File: config.mk
export PLATFORM = sky130hd
export DESIGN_NAME = writeback_queue
export DESIGN_NICKNAME = d
export VERILOG_FILES = /design/src/rtl/writeback_queue.sv
export SDC_FILE = /design/constraint.sdc
export NUM_CORES = 1
export LEC_CHECK = 0
export CAP_MARGIN = 20
export CELL_PAD_IN_SITES_DETAIL_PLACEMENT = 0
export CELL_PAD_IN_SITES_GLOBAL_PLACEMENT = 1
export CORE_MARGIN = 2
export CORE_UTILIZATION = 38
export DETAILED_ROUTE_END_ITERATION = 12
export GPL_TIMING_DRIVEN = 1
export HOLD_SLACK_MARGIN = 0.12
export PLACE_DENSITY_LB_ADDON = 0.1
export SKIP_CTS_REPAIR_TIMING = 1
export SLEW_MARGIN = 20
export SYNTH_ARGS = -nofsm -noshare
export SYNTH_HDL_FRONTEND = slang
export SYNTH_SLANG_ARGS = --single-unit
File: constraint.sdc
create_clock -name clock -period 2.22 [get_ports clock]
set_input_delay 0.222 -clock clock [delete_from_list [all_inputs] [get_ports clock]]
set_output_delay 0.222 -clock clock [all_outputs]
set_load 0.05 [all_outputs]
File: src/rtl/writeback_queue.sv
// In-order register-file writeback queue with optional pending-write forwarding.
// Define WRITEBACK_QUEUE_FORWARD_EN to enable the lookup/forwarding comparators.
module writeback_queue #(
  parameter int DEPTH = 4
) (
  input  logic                     clock,
  input  logic                     resetN,
  input  logic                     resultValid,
  output logic                     resultReady,
  input  logic [4:0]               resultAddress,
  input  logic [31:0]              resultData,
  input  logic                     writeStall,
  output logic                     writeEnable3,
  output logic [4:0]               writeAddress3,
  output logic [31:0]              writeData3,
  input  logic [4:0]               lookupAddress1,
  input  logic [4:0]               lookupAddress2,
  output logic                     pendingHit1,
  output logic                     pendingHit2,
  output logic [31:0]              pendingData1,
  output logic [31:0]              pendingData2,
  output logic [$clog2(DEPTH):0]   count
);

  localparam int PW = $clog2(DEPTH);
  localparam int CW = PW + 1;

  logic [PW-1:0]    rd_ptr_q, rd_ptr_d;
  logic [PW-1:0]    wr_ptr_q, wr_ptr_d;
  logic [CW-1:0]    count_q, count_d;
  logic [DEPTH-1:0] valid_q, valid_d;
  logic [4:0]       addr_q [DEPTH];
  logic [31:0]      data_q [DEPTH];
  logic             push_s, alloc_s, pop_s, has_head_s;

  // Handshake and write-port outputs; ready is forced low while reset is held.
  always_comb begin
    has_head_s    = (count_q != {CW{1'b0}});
    resultReady   = resetN && (count_q < CW'(DEPTH));
    writeEnable3  = has_head_s && !writeStall;
    writeAddress3 = has_head_s ? addr_q[rd_ptr_q] : 5'd0;
    writeData3    = has_head_s ? data_q[rd_ptr_q] : 32'd0;
    count         = count_q;
  end

  // Next-state: x0 results complete the handshake but never take an entry.
  always_comb begin
    push_s   = resultValid && resultReady;
    alloc_s  = push_s && (resultAddress != 5'd0);
    pop_s    = writeEnable3;
    rd_ptr_d = pop_s   ? rd_ptr_q + PW'(1) : rd_ptr_q;
    wr_ptr_d = alloc_s ? wr_ptr_q + PW'(1) : wr_ptr_q;
    count_d  = count_q + CW'(alloc_s) - CW'(pop_s);
    valid_d  = (valid_q & ~(DEPTH'(pop_s) << rd_ptr_q)) | (DEPTH'(alloc_s) << wr_ptr_q);
  end

  // State registers; pointers wrap naturally because DEPTH is a power of two.
  always_ff @(posedge clock or negedge resetN) begin
    if (!resetN) begin
      rd_ptr_q <= {PW{1'b0}};
      wr_ptr_q <= {PW{1'b0}};
      count_q  <= {CW{1'b0}};
      valid_q  <= {DEPTH{1'b0}};
      for (int i = 0; i < DEPTH; i++) begin
        addr_q[i] <= 5'd0;
        data_q[i] <= 32'd0;
      end
    end else begin
      rd_ptr_q <= rd_ptr_d;
      wr_ptr_q <= wr_ptr_d;
      count_q  <= count_d;
      valid_q  <= valid_d;
      if (alloc_s) begin
        addr_q[wr_ptr_q] <= resultAddress;
        data_q[wr_ptr_q] <= resultData;
      end else begin
        addr_q[wr_ptr_q] <= addr_q[wr_ptr_q];
        data_q[wr_ptr_q] <= data_q[wr_ptr_q];
      end
    end
  end

`ifdef WRITEBACK_QUEUE_FORWARD_EN
  logic [PW-1:0] idx_s;
  logic          hit1_s, hit2_s;

  // Scan oldest to youngest so the youngest matching entry wins.
  always_comb begin
    idx_s        = {PW{1'b0}};
    hit1_s       = 1'b0;
    hit2_s       = 1'b0;
    pendingHit1  = 1'b0;
    pendingHit2  = 1'b0;
    pendingData1 = 32'd0;
    pendingData2 = 32'd0;
    for (int i = 0; i < DEPTH; i++) begin
      idx_s        = rd_ptr_q + PW'(i);
      hit1_s       = valid_q[idx_s] && (lookupAddress1 != 5'd0) && (addr_q[idx_s] == lookupAddress1);
      hit2_s       = valid_q[idx_s] && (lookupAddress2 != 5'd0) && (addr_q[idx_s] == lookupAddress2);
      pendingHit1  = pendingHit1 | hit1_s;
      pendingHit2  = pendingHit2 | hit2_s;
      pendingData1 = hit1_s ? data_q[idx_s] : pendingData1;
      pendingData2 = hit2_s ? data_q[idx_s] : pendingData2;
    end
  end
`else
  logic unused_lookup_s;

  // Forwarding disabled: lookup ports are present but ignored.
  always_comb begin
    unused_lookup_s = ^{lookupAddress1, lookupAddress2};
    pendingHit1     = 1'b0;
    pendingHit2     = 1'b0;
    pendingData1    = 32'd0;
    pendingData2    = 32'd0;
  end
`endif

endmodule

==> summary.txt, run 1 <==
Total track usage: 0.190
Final hold slack: 0.528 ns
Sequential area share after synthesis: 0.461
Area grow syn2layout: 21.9%
Share of layout cells above drive strength 1: 0.242
Yosys reg bits: 155
WL final: 21,700 microns
DR vias: 5,883
CTS Buffer Depth: 2
Max Fanout on Critical Path: 8
Leak Pwr: 4.17 nW
PortBufs: 82
Synth warn: 0
Starting density of the core: 0.387
Core area: 21,800 sq um
CTS H-tree lvls: 4
Final period utilization: 0.993
Power Dens Cells: 1810 nW/um^2
Critical path's slowest cell: mux4_2
Antenna cells: 0
Worst r2r src: wr_ptr_q[0]$_DFFE_PN0P_
Die footprint: 23,400 sq um
Final Util: 0.472
Reg2Reg Depth: 4
CTS tree: done
Endpoints failing hold: 0
Clk_lat worst skew: 0.43 ns
Maximum Capacitance Violations: 0
Row count: 54
Reg2reg end: data_q[39]$_DFFE_PN0P_
Unrepaired setup endpoints after global routing: true
Cts bufs inserted: 17
Largest net degree at the start of global routing: 156
Crit path time final: 2.20 ns
Number of global-route vias before repair: 6,059
Vias per cell: 5.23
Buf+Inv Stages, Crit Path: 2
Root Buffer: clkbuf_16
Worst EP arrival: 1.98 ns
Drt wl/cell: 19.3 microns
DRT iter0 DRCs: 410
Largest cells by area after synthesis: dfrtp_1 46%, mux4_2 20%, a21oi_1 8.8%, nor2_1 6.6%, buf_4 6.0%
Critical Path End: writeData3[29]
Top cell type's share of synthesized area: 0.461
Setup Slack @ Placement: -0.250 ns
Setup TNS: 0 ns
Die width: 153 microns
Placed insts: 1,090
Relative slew slack: 0.406
WS Path Type: reg -> out
VDD IR-drop max: 1100 uV
CP delay by family, top: multiplexers
Type of origin of the critical path: flop
Fillers: 2,039
Clock slew at the register clock pins of the worst setup and hold paths: 0.07 ns
Syn_area_per_cell: 11.3 sq um
Mapped Area: 8420 sq um
Worst-margin pin slew: 0.890 ns
Finished Layout Cells: 1,124
Final Setup Violations: 0
Synth cell types: 26
Largest area contributor in the netlist: dfrtp_1
Fmax: 454 MHz
Num ports: 159
Register Area: 3890 sq um
Die H: 153 microns
Worst path cell trace: buf_6, mux4_2, nor2b_1, buf_4
Total iterations of the first detailed-routing run: 5
GP Congestion: 0.771
Fin. max-slew vios: 0
Status: completed
Crit-path max cell delay: 0.51 ns
First-pass GRT wire length: 34,500 microns
Antenna-violating nets left: 0
Clock skew: 0.0112 ns
Critical path endpoint category: output pin
Detailed placer's ending HPWL: 13,400 microns
Mapped Cells: 748
Crit path depth: 4
CTS sink count: 155
Crit path from: rd_ptr_q[0]$_DFFE_PN0P_
Initial antenna violation count: 0
Classification of the worst-slack hold path: in -> async
Remaining DRCs: 0
Gr ovfl total: 0
Setup ws final: 0.0155 ns
Layout Nets: 888
Setup slack, reg-to-reg: 0.22 ns
WP data required: 2.00 ns
Multi-input logic area: 4060 sq um
state kept, by name, summed over array words and instances, names as in the netlist:
signal    cells
wr_ptr_q      2
addr_q       20
rd_ptr_q      2
count         3
data_q      128
cells in the final DEF, fill, tap and decap left out, drive strengths merged:
master	count
mux4	74
clkbuf	19
and3b	1
xor2	1
conb	66
clkinvlp	1
or4	1
bufinv	2
fa	1
nor2b	38
dfrtp	155
clkinv	2
buf	78
nor2	149
mux2i	32
inv	13
a22oi	5
nor3	1
ha	5
mux2	1
a21oi	148
dlygate4sd3	1
nand2	1
clkdlybuf4s50	42
and2	1
o21ai	1
xnor2	5
power breakdown:
part | switching, mW | internal, mW
registers | 0.936 | 3.83
logic | 6.35 | 4.45
clock network | 1.31 | 1.74
total | 8.60 | 10.0
per-layer routing:
metal	global-route usage	up-vias	wire, microns
li1	-	2684	-
met1	0.266	3034	9800
met2	0.307	150	10800
met3	0.0352	15	913
met4	0.0507	0	250
met5	0	-	0
cells by family after synthesis:
family | count (synthesis) | share of synthesized area
XOR/XNOR | 6 | 0.00624
buffers and inverters | 127 | 0.0924
multiplexers | 107 | 0.237
AND/OR/NAND/NOR | 192 | 0.0988
adder cells (fa/ha/maj) | 6 | 0.00981
flip-flops | 155 | 0.461
other | 1 | 0.000445
AO/OA/AOI/OAI | 154 | 0.0944
worst min-delay path, delay by kind of cell:
kind	cells	cell delay, ns
buf+inv	3	1.26
worst min path at each step:
| stage | start | end | slack [ns] | cells past startpoint |
|---|---|---|---|---|
| after CTS | resetN | addr_q[6]$_DFFE_PN0P_ | 0.05 | 2 |
| after detailed placement | resetN | addr_q[6]$_DFFE_PN0P_ | 0.51 | 2 |
| final | resetN | addr_q[11]$_DFFE_PN0P_ | 0.53 | 3 |
| after global placement | resetN | addr_q[6]$_DFFE_PN0P_ | 0.50 | 2 |
| after floorplan | resetN | addr_q[0]$_DFFE_PN0P_ | -0.07 | 0 |
| after global routing | writeStall | rd_ptr_q[0]$_DFFE_PN0P_ | 0.55 | 3 |
metrics by stage:
step                cell area, sq um  total power [mW]
CTS                            10100              18.4
global route                   10300              19.8
finish                         10300              18.6
detailed placement              9500              15.3
floorplan                       8710              12.0
global placement                9500              15.1
cells in the mapped netlist:
cell type / instances
a21oi_1: 148
a22oi_1: 5
and2_1: 1
and3b_1: 1
buf_1: 3
buf_2: 7
buf_4: 67
buf_6: 1
buf_8: 3
clkbuf_1: 42
conb_1: 1
dfrtp_1: 155
fa_1: 1
ha_1: 5
inv_1: 4
mux2_2: 1
mux2i_1: 32
mux4_2: 74
nand2_1: 1
nor2_1: 149
nor2b_1: 38
nor3_1: 1
o21ai_4: 1
or4_4: 1
xnor2_1: 5
xor2_1: 1
area by class of cell:
type / instances / area share
clock buffers: 18 / 0.0428
multi-input cells: 531 / 0.395
flip-flops and latches: 155 / 0.379
clock inverters: 14 / 0.0167
repair buffers: 122 / 0.131
well taps: 280 / 0.0341
inverters: 4 / 0.00146
Power figures use the tool's default switching activity.
==> run 2, diff against run 1 <==
--- a/config.mk
+++ b/config.mk
@@ -9,7 +9,8 @@
 export CELL_PAD_IN_SITES_DETAIL_PLACEMENT = 0
 export CELL_PAD_IN_SITES_GLOBAL_PLACEMENT = 1
 export CORE_MARGIN = 2
-export CORE_UTILIZATION = 38
+export CORE_UTILIZATION = 39
+export CTS_BUF_LIST = sky130_fd_sc_hd__clkbuf_4
 export DETAILED_ROUTE_END_ITERATION = 12
 export GPL_TIMING_DRIVEN = 1
 export HOLD_SLACK_MARGIN = 0.12
==> summary.txt, run 2 (same netlist as run 1, synthesis figures left out) <==
Clk_lat worst skew: 0.56 ns (was 0.43 ns)
Worst-margin pin slew: 0.909 ns (was 0.890 ns)
First-pass GRT wire length: 32,500 microns (was 34,500 microns)
Share of layout cells above drive strength 1: 0.233 (was 0.242)
Unrepaired setup endpoints after global routing: true (unchanged)
Gr ovfl total: 0 (unchanged)
Relative slew slack: 0.394 (was 0.406)
Row count: 53 (was 54)
Vias per cell: 5.21 (was 5.23)
Critical path endpoint category: output pin (unchanged)
Failing checks: negative hold slack, negative setup slack
Setup TNS: -2.63 ns (was 0 ns)
Die H: 151 microns (was 153 microns)
Clock skew: 0.0230 ns (was 0.0112 ns)
Detailed placer's ending HPWL: 13,000 microns (was 13,400 microns)
Die width: 151 microns (was 153 microns)
CTS sink count: 155 (unchanged)
WL final: 21,000 microns (was 21,700 microns)
Cts bufs inserted: 17 (unchanged)
Final Util: 0.473 (was 0.472)
Crit path time final: 2.33 ns (was 2.20 ns)
WP data required: 2.00 ns (about the same)
Post-layout power: 17.6 mW (was 18.6 mW)
Setup ws final: -0.115 ns (was 0.0155 ns)
CTS Buffer Depth: 2 (unchanged)
Setup slack, reg-to-reg: 0.19 ns (was 0.22 ns)
Num ports: 159 (unchanged)
Commonest non-fill, non-tap cell in the layout: dfrtp_1 (unchanged)
Fmax: 428 MHz (was 454 MHz)
GR peak layer: met2 (unchanged)
Worst r2r src: wr_ptr_q[0]$_DFFE_PN0P_ (unchanged)
Final period utilization: 1.05 (was 0.993)
Classification of the worst-slack hold path: in -> async (unchanged)
CTS tree: done (unchanged)
Total iterations of the first detailed-routing run: 4 (was 5)
Max reg flops: 128 (unchanged)
Max Fanout on Critical Path: 14 (was 8)
Drt wl/cell: 18.9 microns (was 19.3 microns)
Area grow syn2layout: 18.4% (was 21.9%)
DRT iter0 DRCs: 279 (was 410)
Largest net degree at the start of global routing: 75 (was 156)
Root Buffer: clkbuf_4 (was clkbuf_16)
GP Congestion: 0.713 (was 0.771)
VDD IR-drop max: 964 uV (was 1100 uV)
Power Dens Cells: 1760 nW/um^2 (was 1810 nW/um^2)
Initial antenna violation count: 1 (was 0)
Finished Cell Area: 9970 sq um (was 10,300 sq um)
WS Path Type: reg -> out (unchanged)
Most frequent cells in the layout: 149 x dfrtp_1, 148 x nor2_1, 148 x a21oi_1 (unchanged)
Reg2Reg Depth: 4 (unchanged)
Type of origin of the critical path: flop (unchanged)
Total track usage: 0.191 (was 0.190)
Final hold slack: -0.130 ns (was 0.528 ns)
Met3 Resource Use GR: 0.0407 (was 0.0352)
Antenna-violating nets left: 0 (unchanged)
Setup Slack @ Placement: -0.265 ns (was -0.250 ns)
Remaining DRCs: 0 (unchanged)
Status: finished, violations left (was completed)
Critical Path End: writeData3[2] (was writeData3[29])
Maximum Capacitance Violations: 0 (unchanged)
Top reg by flops: data_q (unchanged)
Crit path from: rd_ptr_q[0]$_DFFE_PN0P_ (unchanged)
PortBufs: 82 (unchanged)
Met1 Usage GRT: 0.260 (was 0.266)
Starting density of the core: 0.399 (was 0.387)
CTS H-tree lvls: 4 (unchanged)
Placed cell area: 9380 sq um (was 9500 sq um)
Layout Nets: 880 (was 888)
Clock slew at the register clock pins of the worst setup and hold paths: 0.13 ns (was 0.07 ns)
Fin. max-slew vios: 0 (unchanged)
Final Setup Violations: 37 (was 0)
Die footprint: 22,800 sq um (was 23,400 sq um)
Leak Pwr: 4.03 nW (was 4.17 nW)
DR vias: 5,788 (was 5,883)
Number of global-route vias before repair: 5,773 (was 6,059)
Endpoints failing hold: 62 (was 0)
Met2 GRT Util: 0.315 (was 0.307)
Reg2reg end: addr_q[15]$_DFFE_PN0P_ (was data_q[39]$_DFFE_PN0P_)
Core area: 21,100 sq um (was 21,800 sq um)
Worst EP arrival: 2.11 ns (was 1.98 ns)
-- run 2: cell types whose count changed in the layout (fill, tap and decap cells not counted), sizes merged --
cell,delta
bufinv,+4
inv,-7
clkbuf,-1
buf,-8
diode,+1
clkinv,+4
-- run 2: metal layers --
layer / routed length (microns) / part of all wire
met4: 193 / 0.0092
met5: 0 / 0
met1: 9370 / 0.45
met2: 10500 / 0.50
met3: 965 / 0.046
-- run 2: power breakdown --
group	total (mW)	internal, mW	switching [mW]
logic	10.7	4.35	6.37
registers	4.67	3.82	0.848
clock network	2.18	1.12	1.05
total	17.6	9.30	8.27
-- run 2: worst min-delay path by stage --
stage	from	end	slack [ns]	cells past startpoint
6_report	resetN	addr_q[8]$_DFFE_PN0P_	-0.13	2
3_3_place_gp	resetN	data_q[5]$_DFFE_PN0P_	0.40	2
5_1_grt	resetN	data_q[36]$_DFFE_PN0P_	-0.10	2
2_1_floorplan	resetN	addr_q[0]$_DFFE_PN0P_	-0.07	0
4_1_cts	resetN	data_q[69]$_DFFE_PN0P_	-0.25	2
3_5_place_dp	resetN	data_q[71]$_DFFE_PN0P_	0.40	2
-- run 2: worst max-delay path, stage by stage, from the launching register on --
cell     delay [ns]
dfrtp_2        0.47
buf_12         0.21
mux4_2         0.52
nor2b_1        0.18
buf_6          0.18
-- run 2: area by class of cell --
cell class	count	area [sq um]
multi-input combinational	531	4080
inverter	4	15.0
clock buffer	17	128
clock inverter	15	245
antenna	1	2.50
fill	1947	11100
timing repair buffer	114	1270
sequential	155	3890
tap	275	344
-- run 2: per-stage QoR --
| stage | hold slack (ns) | cells |
|---|---|---|
| 2_1_floorplan | -0.0736 | 813 |
| 3_3_place_gp | 0.398 | 1076 |
| 4_1_cts | -0.247 | 1108 |
| 5_1_grt | -0.103 | 1112 |
| 3_5_place_dp | 0.401 | 1076 |
| 6_report | -0.130 | 1112 |
==> run 3, diff against run 2 <==
--- a/config.mk
+++ b/config.mk
@@ -9,8 +9,8 @@
 export CELL_PAD_IN_SITES_DETAIL_PLACEMENT = 0
 export CELL_PAD_IN_SITES_GLOBAL_PLACEMENT = 1
 export CORE_MARGIN = 2
-export CORE_UTILIZATION = 39
-export CTS_BUF_LIST = sky130_fd_sc_hd__clkbuf_4
+export CORE_UTILIZATION = 42
+export CTS_CLUSTER_SIZE = 24
 export DETAILED_ROUTE_END_ITERATION = 12
 export GPL_TIMING_DRIVEN = 1
 export HOLD_SLACK_MARGIN = 0.12
==> constraint.sdc (replaced) <==
create_clock -name clock -period 2.3 [get_ports clock]
set_input_delay 0.23 -clock clock [delete_from_list [all_inputs] [get_ports clock]]
set_output_delay 0.23 -clock clock [all_outputs]
set_load 0.05 [all_outputs]
==> summary.txt, run 3 (same netlist as run 1, synthesis figures left out) <==
Status: completed (was finished, violations left)
Leak Pwr: 4.08 nW (was 4.03 nW)
Hold Path Depth: 1
Gr ovfl total: 0 (unchanged)
Crit path time final: 2.23 ns
CTS Buffer Depth: 2 (unchanged)
Multi-input logic area: 4030 sq um (was 4080 sq um)
Vias per cell: 5.24 (was 5.21)
Drt wl/cell: 18.6 microns (was 18.9 microns)
Classification of the worst-slack hold path: reg -> reg (was in -> async)
Number of global-route vias before repair: 6,051 (was 5,773)
Layout Nets: 882 (was 880)
Die footprint: 21,200 sq um (was 22,800 sq um)
Die H: 146 microns (was 151 microns)
Gate power share: 0.573 (was 0.610)
Worst-margin pin slew: 0.889 ns (was 0.909 ns)
Core area: 19,600 sq um (was 21,100 sq um)
Worst r2r src: count[2]$_DFF_PN0_ (was wr_ptr_q[0]$_DFFE_PN0P_)
First-pass GRT wire length: 33,300 microns (was 32,500 microns)
Total track usage: 0.202 (was 0.191)
PortBufs: 82 (unchanged)
DR vias: 5,778 (was 5,788)
Post-layout power: 17.4 mW (was 17.6 mW)
Die width: 146 microns (was 151 microns)
Power Dens Cells: 1730 nW/um^2 (was 1760 nW/um^2)
Fillers: 1,756 (was 1,947)
Reg2Reg Depth: 8 (was 4)
Worst EP arrival: 2.00 ns (was 2.11 ns)
Hold Crit Start: count[1]$_DFF_PN0_
WL final: 20,500 microns (was 21,000 microns)
Critical path endpoint category: output pin (unchanged)
Max Fanout on Critical Path: 14 (unchanged)
Final Util: 0.514 (was 0.473)
Hold Path End: count[2]$_DFF_PN0_
Flop pwr share: 0.262 (was 0.266)
Fin. max-slew vios: 0 (unchanged)
Fmax: 449 MHz
Register Area: 3890 sq um (unchanged)
Commonest non-fill, non-tap cell in the layout: dfrtp_1 (unchanged)
Clock skew: 0.00821 ns (was 0.0230 ns)
P_sw: 7.95 mW (was 8.27 mW)
Reg2reg end: count[2]$_DFF_PN0_ (was addr_q[15]$_DFFE_PN0P_)
Relative slew slack: 0.407 (was 0.394)
Switching Fraction: 0.458 (was 0.471)
Initial antenna violation count: 0 (was 1)
WS Path Type: reg -> out (unchanged)
Unrepaired setup endpoints after global routing: false (was true)
Antenna cells: 0 (was 1)
DRT iter0 DRCs: 385 (was 279)
CTS H-tree lvls: 4 (unchanged)
Final Setup Violations: 0 (was 37)
Area grow syn2layout: 19.6% (was 18.4%)
Setup TNS: 0 ns (was -2.63 ns)
Type of origin of the critical path: flop (unchanged)
Cts bufs inserted: 17 (unchanged)
CTS tree: done (unchanged)
Clock share of power: 0.165 (was 0.124)
Row count: 51 (was 53)
CTS sink count: 155 (unchanged)
WP data required: 2.07 ns (was 2.00 ns)
Setup slack, reg-to-reg: 0.20 ns (was 0.19 ns)
Root Buffer: clkbuf_16 (was clkbuf_4)
Remaining DRCs: 0 (unchanged)
Maximum Capacitance Violations: 0 (unchanged)
GP Congestion: 0.738 (was 0.713)
Max reg flops: 128 (unchanged)
Starting density of the core: 0.430 (was 0.399)
Num ports: 159 (unchanged)
Detailed placer's ending HPWL: 12,800 microns (was 13,000 microns)
Endpoints failing hold: 0 (was 62)
VDD IR-drop max: 868 uV (was 964 uV)
Final period utilization: 0.968
Antenna-violating nets left: 0 (unchanged)
Clk_lat worst skew: 0.42 ns (was 0.56 ns)
Pint: 9.42 mW (was 9.30 mW)
Total iterations of the first detailed-routing run: 5 (was 4)
Largest net degree at the start of global routing: 156 (was 75)
Top reg by flops: data_q (unchanged)
Clock slew at the register clock pins of the worst setup and hold paths: 0.06 ns (was 0.13 ns)
Most frequent cells in the layout: 149 x dfrtp_1, 148 x nor2_1, 148 x a21oi_1 (unchanged)
Share of layout cells above drive strength 1: 0.230 (was 0.233)
-- run 3: changes by cell type in the layout (fill, tap and decap cells not counted), moves of 3 or more --
cell	change
clkbuf_4	-17
bufinv_16	-3
buf_4	+34
clkbuf_16	+16
clkinv_2	+3
buf_12	+7
buf_6	-37
-- run 3: worst max-delay path by stage --
stage / start / endpoint / slack [ns] / depth (start not counted)
after floorplan: count[0]$_DFF_PN0_ / count[2]$_DFF_PN0_ / 0.0003 / 8
after global placement: resultAddress[1] / count[2]$_DFF_PN0_ / -0.17 / 9
after detailed placement: resultAddress[1] / count[2]$_DFF_PN0_ / -0.24 / 9
after CTS: count[1]$_DFF_PN0_ / writeData3[30] / -0.05 / 4
after global routing: rd_ptr_q[1]$_DFFE_PN0P_ / writeAddress3[3] / 0.02 / 4
final: rd_ptr_q[1]$_DFFE_PN0P_ / writeData3[28] / 0.07 / 4
-- run 3: metal layers --
| layer | track usage | share of wire |
|---|---|---|
| met3 | 0.0536 | 0.051 |
| met2 | 0.327 | 0.49 |
| met5 | 0 | 0 |
| met1 | 0.273 | 0.45 |
| met4 | 0.0490 | 0.0080 |
-- run 3: final cells by class --
cell class / count / share of cell area
Clock buffer: 20 / 0.0454
Inverter: 4 / 0.00149
Tap cell: 265 / 0.0329
Sequential cell: 155 / 0.386
Multi-Input combinational cell: 531 / 0.400
Clock inverter: 12 / 0.0145
Timing Repair Buffer: 116 / 0.119
-- run 3: through the flow --
stage                     instances  setup WS (ns)  hold WS [ns]  instance area [sq um]
final                          1103         0.0730         0.533                  10100
after CTS                      1102        -0.0471        0.0573                  10100
after global placement         1070         -0.172         0.514                   9450
after global routing           1103         0.0216         0.549                  10100
after floorplan                 813       0.000282       -0.0656                   8680
after detailed placement       1070         -0.243         0.520                   9450
-- run 3: power groups by stage --
stage	clock network, mW	logic [mW]	registers [mW]
3_5_place_dp	0	10.1	4.58
6_report	2.86	9.96	4.55
5_1_grt	3.06	10.7	4.68
3_3_place_gp	0	9.90	4.50
2_1_floorplan	0	7.30	4.28
4_1_cts	2.94	10.1	4.55
-- run 3: worst max-delay path, stage by stage, from the launching register on --
cell and delay (ns):
dfrtp_2 0.65, buf_12 0.23, mux4_2 0.32, nor2b_1 0.16, buf_4 0.21
